<file path="src/rtl/ramen_timer_ctrl.sv">
// ramen_timer_ctrl: M:SS BCD countdown controller for the ramen timer.
// Runs the IDLE/RUN/PAUSE/ALARM sequence from debounced button pulses.
// It also derives the 1 s tick and scans the three digits onto one BCD bus.
// Optional feature macro: RAMEN_TIMER_BLINK_EN blinks the display in ALARM and PAUSE.
module ramen_timer_ctrl #(
    parameter int TICK_DIV    = 50_000_000,
    parameter int SCAN_DIV    = 50_000,
    parameter int DEFAULT_MIN = 3,
    parameter int ALARM_SEC   = 10
) (
    input  logic       clk,
    input  logic       rst,
    input  logic       btn_start,
    input  logic       btn_min,
    input  logic       btn_sec,
    input  logic       btn_clear,
    output logic [3:0] bcd_min,
    output logic [3:0] bcd_sec_t,
    output logic [3:0] bcd_sec_u,
    output logic [2:0] scan_sel,
    output logic [3:0] scan_bcd,
    output logic       scan_blank,
    output logic       running,
    output logic       alarm
);

    localparam int PW = (TICK_DIV > 1) ? $clog2(TICK_DIV) : 1;
    localparam int SW = (SCAN_DIV > 1) ? $clog2(SCAN_DIV) : 1;
    localparam int AW = $clog2(ALARM_SEC + 1);
    localparam logic [PW-1:0] PRESC_LAST = PW'(TICK_DIV - 1);
    localparam logic [SW-1:0] SCAN_LAST  = SW'(SCAN_DIV - 1);
    localparam logic [AW-1:0] ALARM_LAST = AW'(ALARM_SEC - 1);
    localparam logic [3:0]    RESET_MIN  = 4'(DEFAULT_MIN);

    typedef enum logic [1:0] {IDLE, RUN, PAUSE, ALARM} state_t;

    state_t        state_q, state_d;
    logic [3:0]    min_q, min_d, sect_q, sect_d, secu_q, secu_d;
    logic [3:0]    pmin_q, pmin_d, psect_q, psect_d, psecu_q, psecu_d;
    logic [PW-1:0] presc_q, presc_d;
    logic [AW-1:0] acnt_q, acnt_d;
    logic [SW-1:0] scan_cnt_q;
    logic [2:0]    scan_sel_q;
    logic [3:0]    dec_m, dec_t, dec_u;
    logic          tick, dec_zero, time_zero, any_btn, scan_term;

    assign tick      = ((state_q == RUN) || (state_q == ALARM)) && (presc_q == PRESC_LAST);
    assign time_zero = (min_q == 4'd0) && (sect_q == 4'd0) && (secu_q == 4'd0);
    assign dec_zero  = (dec_m == 4'd0) && (dec_t == 4'd0) && (dec_u == 4'd0);
    assign any_btn   = btn_start | btn_min | btn_sec | btn_clear;
    assign scan_term = (scan_cnt_q == SCAN_LAST);

    // One-second BCD decrement with borrow from units to tens to minutes
    always_comb begin
        dec_u = secu_q - 4'd1;
        dec_t = sect_q;
        dec_m = min_q;
        if (secu_q == 4'd0) begin
            dec_u = 4'd9;
            if (sect_q == 4'd0) begin
                dec_t = 4'd5;
                dec_m = min_q - 4'd1;
            end else begin
                dec_t = sect_q - 4'd1;
            end
        end
    end

    // Next-state, time, preset, prescaler and alarm-counter logic
    always_comb begin
        state_d = state_q;
        min_d   = min_q;
        sect_d  = sect_q;
        secu_d  = secu_q;
        pmin_d  = pmin_q;
        psect_d = psect_q;
        psecu_d = psecu_q;
        presc_d = presc_q;
        acnt_d  = acnt_q;
        case (state_q)
            IDLE: begin
                if (btn_clear) begin
                    min_d  = 4'd0;
                    sect_d = 4'd0;
                    secu_d = 4'd0;
                end else if (btn_start) begin
                    if (!time_zero) begin
                        pmin_d  = min_q;
                        psect_d = sect_q;
                        psecu_d = secu_q;
                        presc_d = '0;
                        state_d = RUN;
                    end
                end else if (btn_min) begin
                    min_d = (min_q == 4'd9) ? 4'd0 : min_q + 4'd1;
                end else if (btn_sec) begin
                    sect_d = (sect_q == 4'd5) ? 4'd0 : sect_q + 4'd1;
                end
            end
            RUN: begin
                presc_d = tick ? '0 : presc_q + 1'b1;
                if (btn_clear) begin
                    state_d = IDLE;
                    min_d   = pmin_q;
                    sect_d  = psect_q;
                    secu_d  = psecu_q;
                end else begin
                    if (tick) begin
                        min_d  = dec_m;
                        sect_d = dec_t;
                        secu_d = dec_u;
                    end
                    if (tick && dec_zero) begin
                        state_d = ALARM;
                        acnt_d  = '0;
                    end else if (btn_start) begin
                        state_d = PAUSE;
                    end
                end
            end
            PAUSE: begin
                if (btn_clear) begin
                    state_d = IDLE;
                    min_d   = pmin_q;
                    sect_d  = psect_q;
                    secu_d  = psecu_q;
                end else if (btn_start) begin
                    state_d = RUN;
                end
            end
            ALARM: begin
                presc_d = tick ? '0 : presc_q + 1'b1;
                if (tick) begin
                    acnt_d = acnt_q + 1'b1;
                end
                if (any_btn || (tick && (acnt_q == ALARM_LAST))) begin
                    state_d = IDLE;
                    min_d   = pmin_q;
                    sect_d  = psect_q;
                    secu_d  = psecu_q;
                end
            end
            default: state_d = IDLE;
        endcase
    end

    // State and datapath registers
    always_ff @(posedge clk) begin
        if (rst) begin
            state_q <= IDLE;
            min_q   <= RESET_MIN;
            sect_q  <= 4'd0;
            secu_q  <= 4'd0;
            pmin_q  <= RESET_MIN;
            psect_q <= 4'd0;
            psecu_q <= 4'd0;
            presc_q <= '0;
            acnt_q  <= '0;
        end else begin
            state_q <= state_d;
            min_q   <= min_d;
            sect_q  <= sect_d;
            secu_q  <= secu_d;
            pmin_q  <= pmin_d;
            psect_q <= psect_d;
            psecu_q <= psecu_d;
            presc_q <= presc_d;
            acnt_q  <= acnt_d;
        end
    end

    // Free-running scan slot counter and one-hot digit rotation
    always_ff @(posedge clk) begin
        if (rst) begin
            scan_cnt_q <= '0;
            scan_sel_q <= 3'b001;
        end else if (scan_term) begin
            scan_cnt_q <= '0;
            scan_sel_q <= {scan_sel_q[1:0], scan_sel_q[2]};
        end else begin
            scan_cnt_q <= scan_cnt_q + 1'b1;
        end
    end

    // Route the selected digit of the current time onto the scan bus
    always_comb begin
        case (scan_sel_q)
            3'b001:  scan_bcd = secu_q;
            3'b010:  scan_bcd = sect_q;
            3'b100:  scan_bcd = min_q;
            default: scan_bcd = 4'd0;
        endcase
    end

`ifdef RAMEN_TIMER_BLINK_EN
    logic [7:0] rot_cnt_q;

    // Count scan rotations; bit 7 gives a slow blink rate for PAUSE
    always_ff @(posedge clk) begin
        if (rst) begin
            rot_cnt_q <= 8'd0;
        end else if (scan_term) begin
            rot_cnt_q <= rot_cnt_q + 8'd1;
        end
    end

    assign scan_blank = ((state_q == ALARM) && (presc_q >= PW'(TICK_DIV / 2)))
                      || ((state_q == PAUSE) && rot_cnt_q[7]);
`else
    assign scan_blank = 1'b0;
`endif

    assign scan_sel  = scan_sel_q;
    assign bcd_min   = min_q;
    assign bcd_sec_t = sect_q;
    assign bcd_sec_u = secu_q;
    assign running   = (state_q == RUN);
    assign alarm     = (state_q == ALARM);

endmodule

</file>
<file path="config.mk">
export PLATFORM = sky130hd
export DESIGN_NAME = ramen_timer_ctrl
export DESIGN_NICKNAME = d
export VERILOG_FILES = /design/src/rtl/ramen_timer_ctrl.sv
export SDC_FILE = /design/constraint.sdc
export NUM_CORES = 1
export LEC_CHECK = 0
export BUFFER_PORTS_ARGS = -buffer_cell sky130_fd_sc_hd__buf_2
export CORE_UTILIZATION = 42
export DETAILED_ROUTE_END_ITERATION = 10
export GPL_TIMING_DRIVEN = 0
export PLACE_DENSITY_LB_ADDON = 0.3
export SLEW_MARGIN = 20
export SYNTH_ARGS = -nofsm -noshare
export SYNTH_HDL_FRONTEND = slang
export SYNTH_SLANG_ARGS = --single-unit
</file>
<file path="constraint.sdc">
create_clock -name clk -period 2.4 [get_ports clk]
set_input_delay 0 -clock clk [delete_from_list [all_inputs] [get_ports clk]]
set_output_delay 0 -clock clk [all_outputs]
set_load 0.02 [all_outputs]
</file>
==> metrics.csv <==
stage,metric,value,unit
layout,fin area,5050,um2
hold_path,worst min-delay path class,input port to register,
clocking,clock root buffer,sky130_fd_sc_hd__clkbuf_8,
placement,Port Buf Inserts,24,
placement,DP Wirelength,7.63,mm
routing,ANT nets after route,0,
clocking,clock-pin slew reported for the worst setup and hold paths after clock tree synthesis,80,ps
placement,final estimated routing congestion in global placement,0.901,
power,switching power of the nets,0.824,mW
power,switching power as a share of total power,29.7,%
layout,final standard cell utilization of the core,51.4,%
global_route,global routing met1 resource utilization,29.4,%
global_route,antenna violations before repair,0,
clocking,Skew-Pair Late Insertion Delay,360,ps
routing,average wire per standard cell,16.1,um
placement,DP Cell Count,677,
floorplan,area of the core,9820,um2
global_route,global-route wire length before repair,18.4,mm
synth,sequential fraction of the synthesis area,35.1,%
layout,Final nets,588,
floorplan,floorplan die width,103,um
routing,First-pass DRT Iterations,5,
hold_path,Hold Crit Start,btn_start,
floorplan,total die area,10600,um2
critical_path,Setup Crit Path Kind,register to register,
synth,"Primary FF master, synth",sky130_fd_sc_hd__dfxtp_1,
routing,DRC marker count from the first detailed-route iteration,304,
clocking,maximum buffer depth of the clock tree,2,
synth,number of synthesized register bits,75,
synth,number of distinct library cells after synthesis,63,
clocking,clock sinks,75,
routing,DR vias/cell,5.87,
routing,post-detailed-routing wire length,11.4,mm
synth,mean area per synthesized cell,8.22,um2
timing,final worst hold slack,129,ps
synth,post-synthesis cell count,520,
timing,time the final worst path needs with I/O delays and setup,2380,ps
floorplan,standard-cell rows,36,
critical_path,maximum fanout along the worst path,5,
power,power share of the sequential group,47.3,%
floorplan,top-level port count,28,
critical_path,cell with the biggest individual delay on the critical path,sky130_fd_sc_hd__or4_4,
timing,clock skew after layout,7.30,ps
timing,fin. max-slew vios,0,
critical_path,longest individual stage delay on the worst path,530,ps
power,leak pwr,1.85,nW
timing,Max-slew headroom,47.0,%
power,Clk network pwr share,35.7,%
critical_path,required time worst endpoint,2670,ps
synth,Ys Warns,0,
power,areal power density over the cells,550,nW/um2
synth,async set or reset register ratio after synthesis,0,%
critical_path,start point of the critical path,bcd_sec_t[0],
power,share of total power in combinational logic,16.9,%
global_route,met3 track demand over resource,3.46,%
routing,DRC violation count after routing,0,
clocking,CTS buffer count,9,
critical_path,kind of end point of the critical path,register,
outcome,run status,finished clean,
power,maximum vdd drop,258,uV
critical_path,worst r2r path cells,7,
global_route,global route overflow,0,
timing,Setup TNS Final,0,ps
layout,"non-filler cells, final",708,
synth,net count after synthesis,538,
floorplan,starting density of the core,43.5,%
routing,total via count after detailed routing,4159,
hold_path,number of stages on the worst hold path,2,
critical_path,critical path data arrival time,2650,ps
timing,final number of setup-violating endpoints,0,
critical_path,startpoint of the worst-slack reg-to-reg timing path,bcd_sec_t[0],
layout,ratio of cells with drive above 1 in the final layout,20.9,%
critical_path,cell-by-cell trace of the critical path,inv_4 > ha_4 > or3b_4 > o31a_1 > or2_1 > or4_4 > a311oi_2,
floorplan,overall die height,103,um
synth,cell area after synthesis,4270,um2
flow_run,MaxCap Viol Count,0,
critical_path,Critical Path Start Type,register,
clocking,TritonCTS clock tree,done,
global_route,Overall Global Routing Usage,22.4,%
timing,post-route fraction of the period consumed by the critical path,99.0,%
placement,post-placement cell area,4610,um2
layout,area growth from synthesis to layout,18.1,%
power,internal portion of total power,1.95,mW
timing,"Hold Vio Cnt, Final",0,
global_route,most heavily used metal layer in global routing,met2,
global_route,met2 GRT Util,35.8,%
global_route,vias in the first global route,3823,
clocking,count of H-tree levels built during CTS,3,
global_route,maximum number of pins on one net before global-route repair,14,
layout,antenna cell count,0,
timing,Fmax achieved,421,MHz
synth,count of flip-flops with a built-in enable after synthesis,0,
layout,"leading cell type in the layout, fill and taps excluded",sky130_fd_sc_hd__dfxtp_1,
timing,Worst Tran Pin Value,787,ps
layout,"commonest cells after routing, fill and taps aside","sky130_fd_sc_hd__dfxtp_1, sky130_fd_sc_hd__nor2_1, sky130_fd_sc_hd__a21oi_1, sky130_fd_sc_hd__nand2_1, sky130_fd_sc_hd__buf_2",
-- logic make-up after synthesis --
kind of cell	synth area share [%]
adder cells (fa/ha/maj)	3.51
AND/OR/NAND/NOR	28.1
buffers and inverters	4.80
multiplexers	4.51
other	0.0878
AO/OA/AOI/OAI	18.4
XOR/XNOR	5.53
flip-flops	35.1
-- critical path, delay by kind of cell, from the launching register on --
family                   cells  cell delay [ps]
flip-flops                   1              360
AND/OR/NAND/NOR              3             1200
buffers and inverters        1               70
AO/OA/AOI/OAI                2              520
adder cells (fa/ha/maj)      1              140
-- metrics by stage --
stage	power, mW	setup WS [ps]
6_report	2.78	23.8
5_1_grt	2.90	-27.1
4_1_cts	2.75	0.540
3_5_place_dp	1.74	-399
3_3_place_gp	1.74	-579
2_1_floorplan	1.63	0.774
-- synthesized netlist by cell type (all sizes together) (8+ instances only) --
master / n / area (um2)
dfxtp: 75 / 1500
nor2: 56 / 210
a21oi: 41 / 205
nand2: 28 / 105
o21ai: 27 / 139
clkbuf: 25 / 93.8
nand3: 22 / 110
nand4: 18 / 113
xor2: 18 / 158
mux2i: 17 / 170
inv: 13 / 48.8
ha: 12 / 150
and2: 11 / 68.8
and3: 11 / 68.8
or3: 11 / 68.8
nor4: 10 / 83.8
buf: 9 / 58.8
xnor2: 9 / 78.8
a211oi: 8 / 60.1
nor3: 8 / 40.0
-- metal layers --
metal / vias up / part of all wire (%)
met2: 155 / 46
li1: 2016 / -
met5: - / 0
met1: 1961 / 45
met4: 0 / 2.7
met3: 27 / 6.2
-- timing repair --
action / in CTS / in global routing
buffers inserted: 9 / 15
pin swaps: 5 / 10
hold buffers: 0 / 0
endpoints found under the setup margin: 49 / 38
resized for setup: 21 / 25
gates cloned: 0 / 0
-- sequential cells by signal, indices dropped and copies added, names as in the netlist --
signal	cells
acnt_q	4
bcd_min	4
bcd_sec_t	4
bcd_sec_u	4
pmin_q	4
presc_q	26
psect_q	4
psecu_q	4
scan_cnt_q	16
scan_sel	3
state_q	2
-- path summary, 6_finish.rpt --
path | to | slack, ps
worst max-delay path | state_q[0] | 20
worst min-delay path | state_q[0] | 130
worst max register to register | state_q[0] | 20
worst min register to register | scan_cnt_q[0] | 440
-- cell type report --
cell class | instances | area (um2)
sequential | 75 | 1530
clock buffer | 10 | 128
fill | 959 | 4770
inverter | 14 | 57.6
timing repair buffer | 48 | 300
multi-input combinational | 397 | 2670
tap | 133 | 166
buffer | 25 | 125
clock inverter | 6 | 63.8
-- power groups by stage --
| stage | logic [mW] | clock network (mW) | registers [mW] |
|---|---|---|---|
| 2_1_floorplan | 0.284 | 0 | 1.35 |
| 3_3_place_gp | 0.399 | 0 | 1.34 |
| 3_5_place_dp | 0.403 | 0 | 1.34 |
| 4_1_cts | 0.427 | 1.01 | 1.31 |
| 5_1_grt | 0.508 | 1.07 | 1.32 |
| 6_report | 0.470 | 0.992 | 1.31 |
Note: power is estimated with default switching activity, not from simulation.
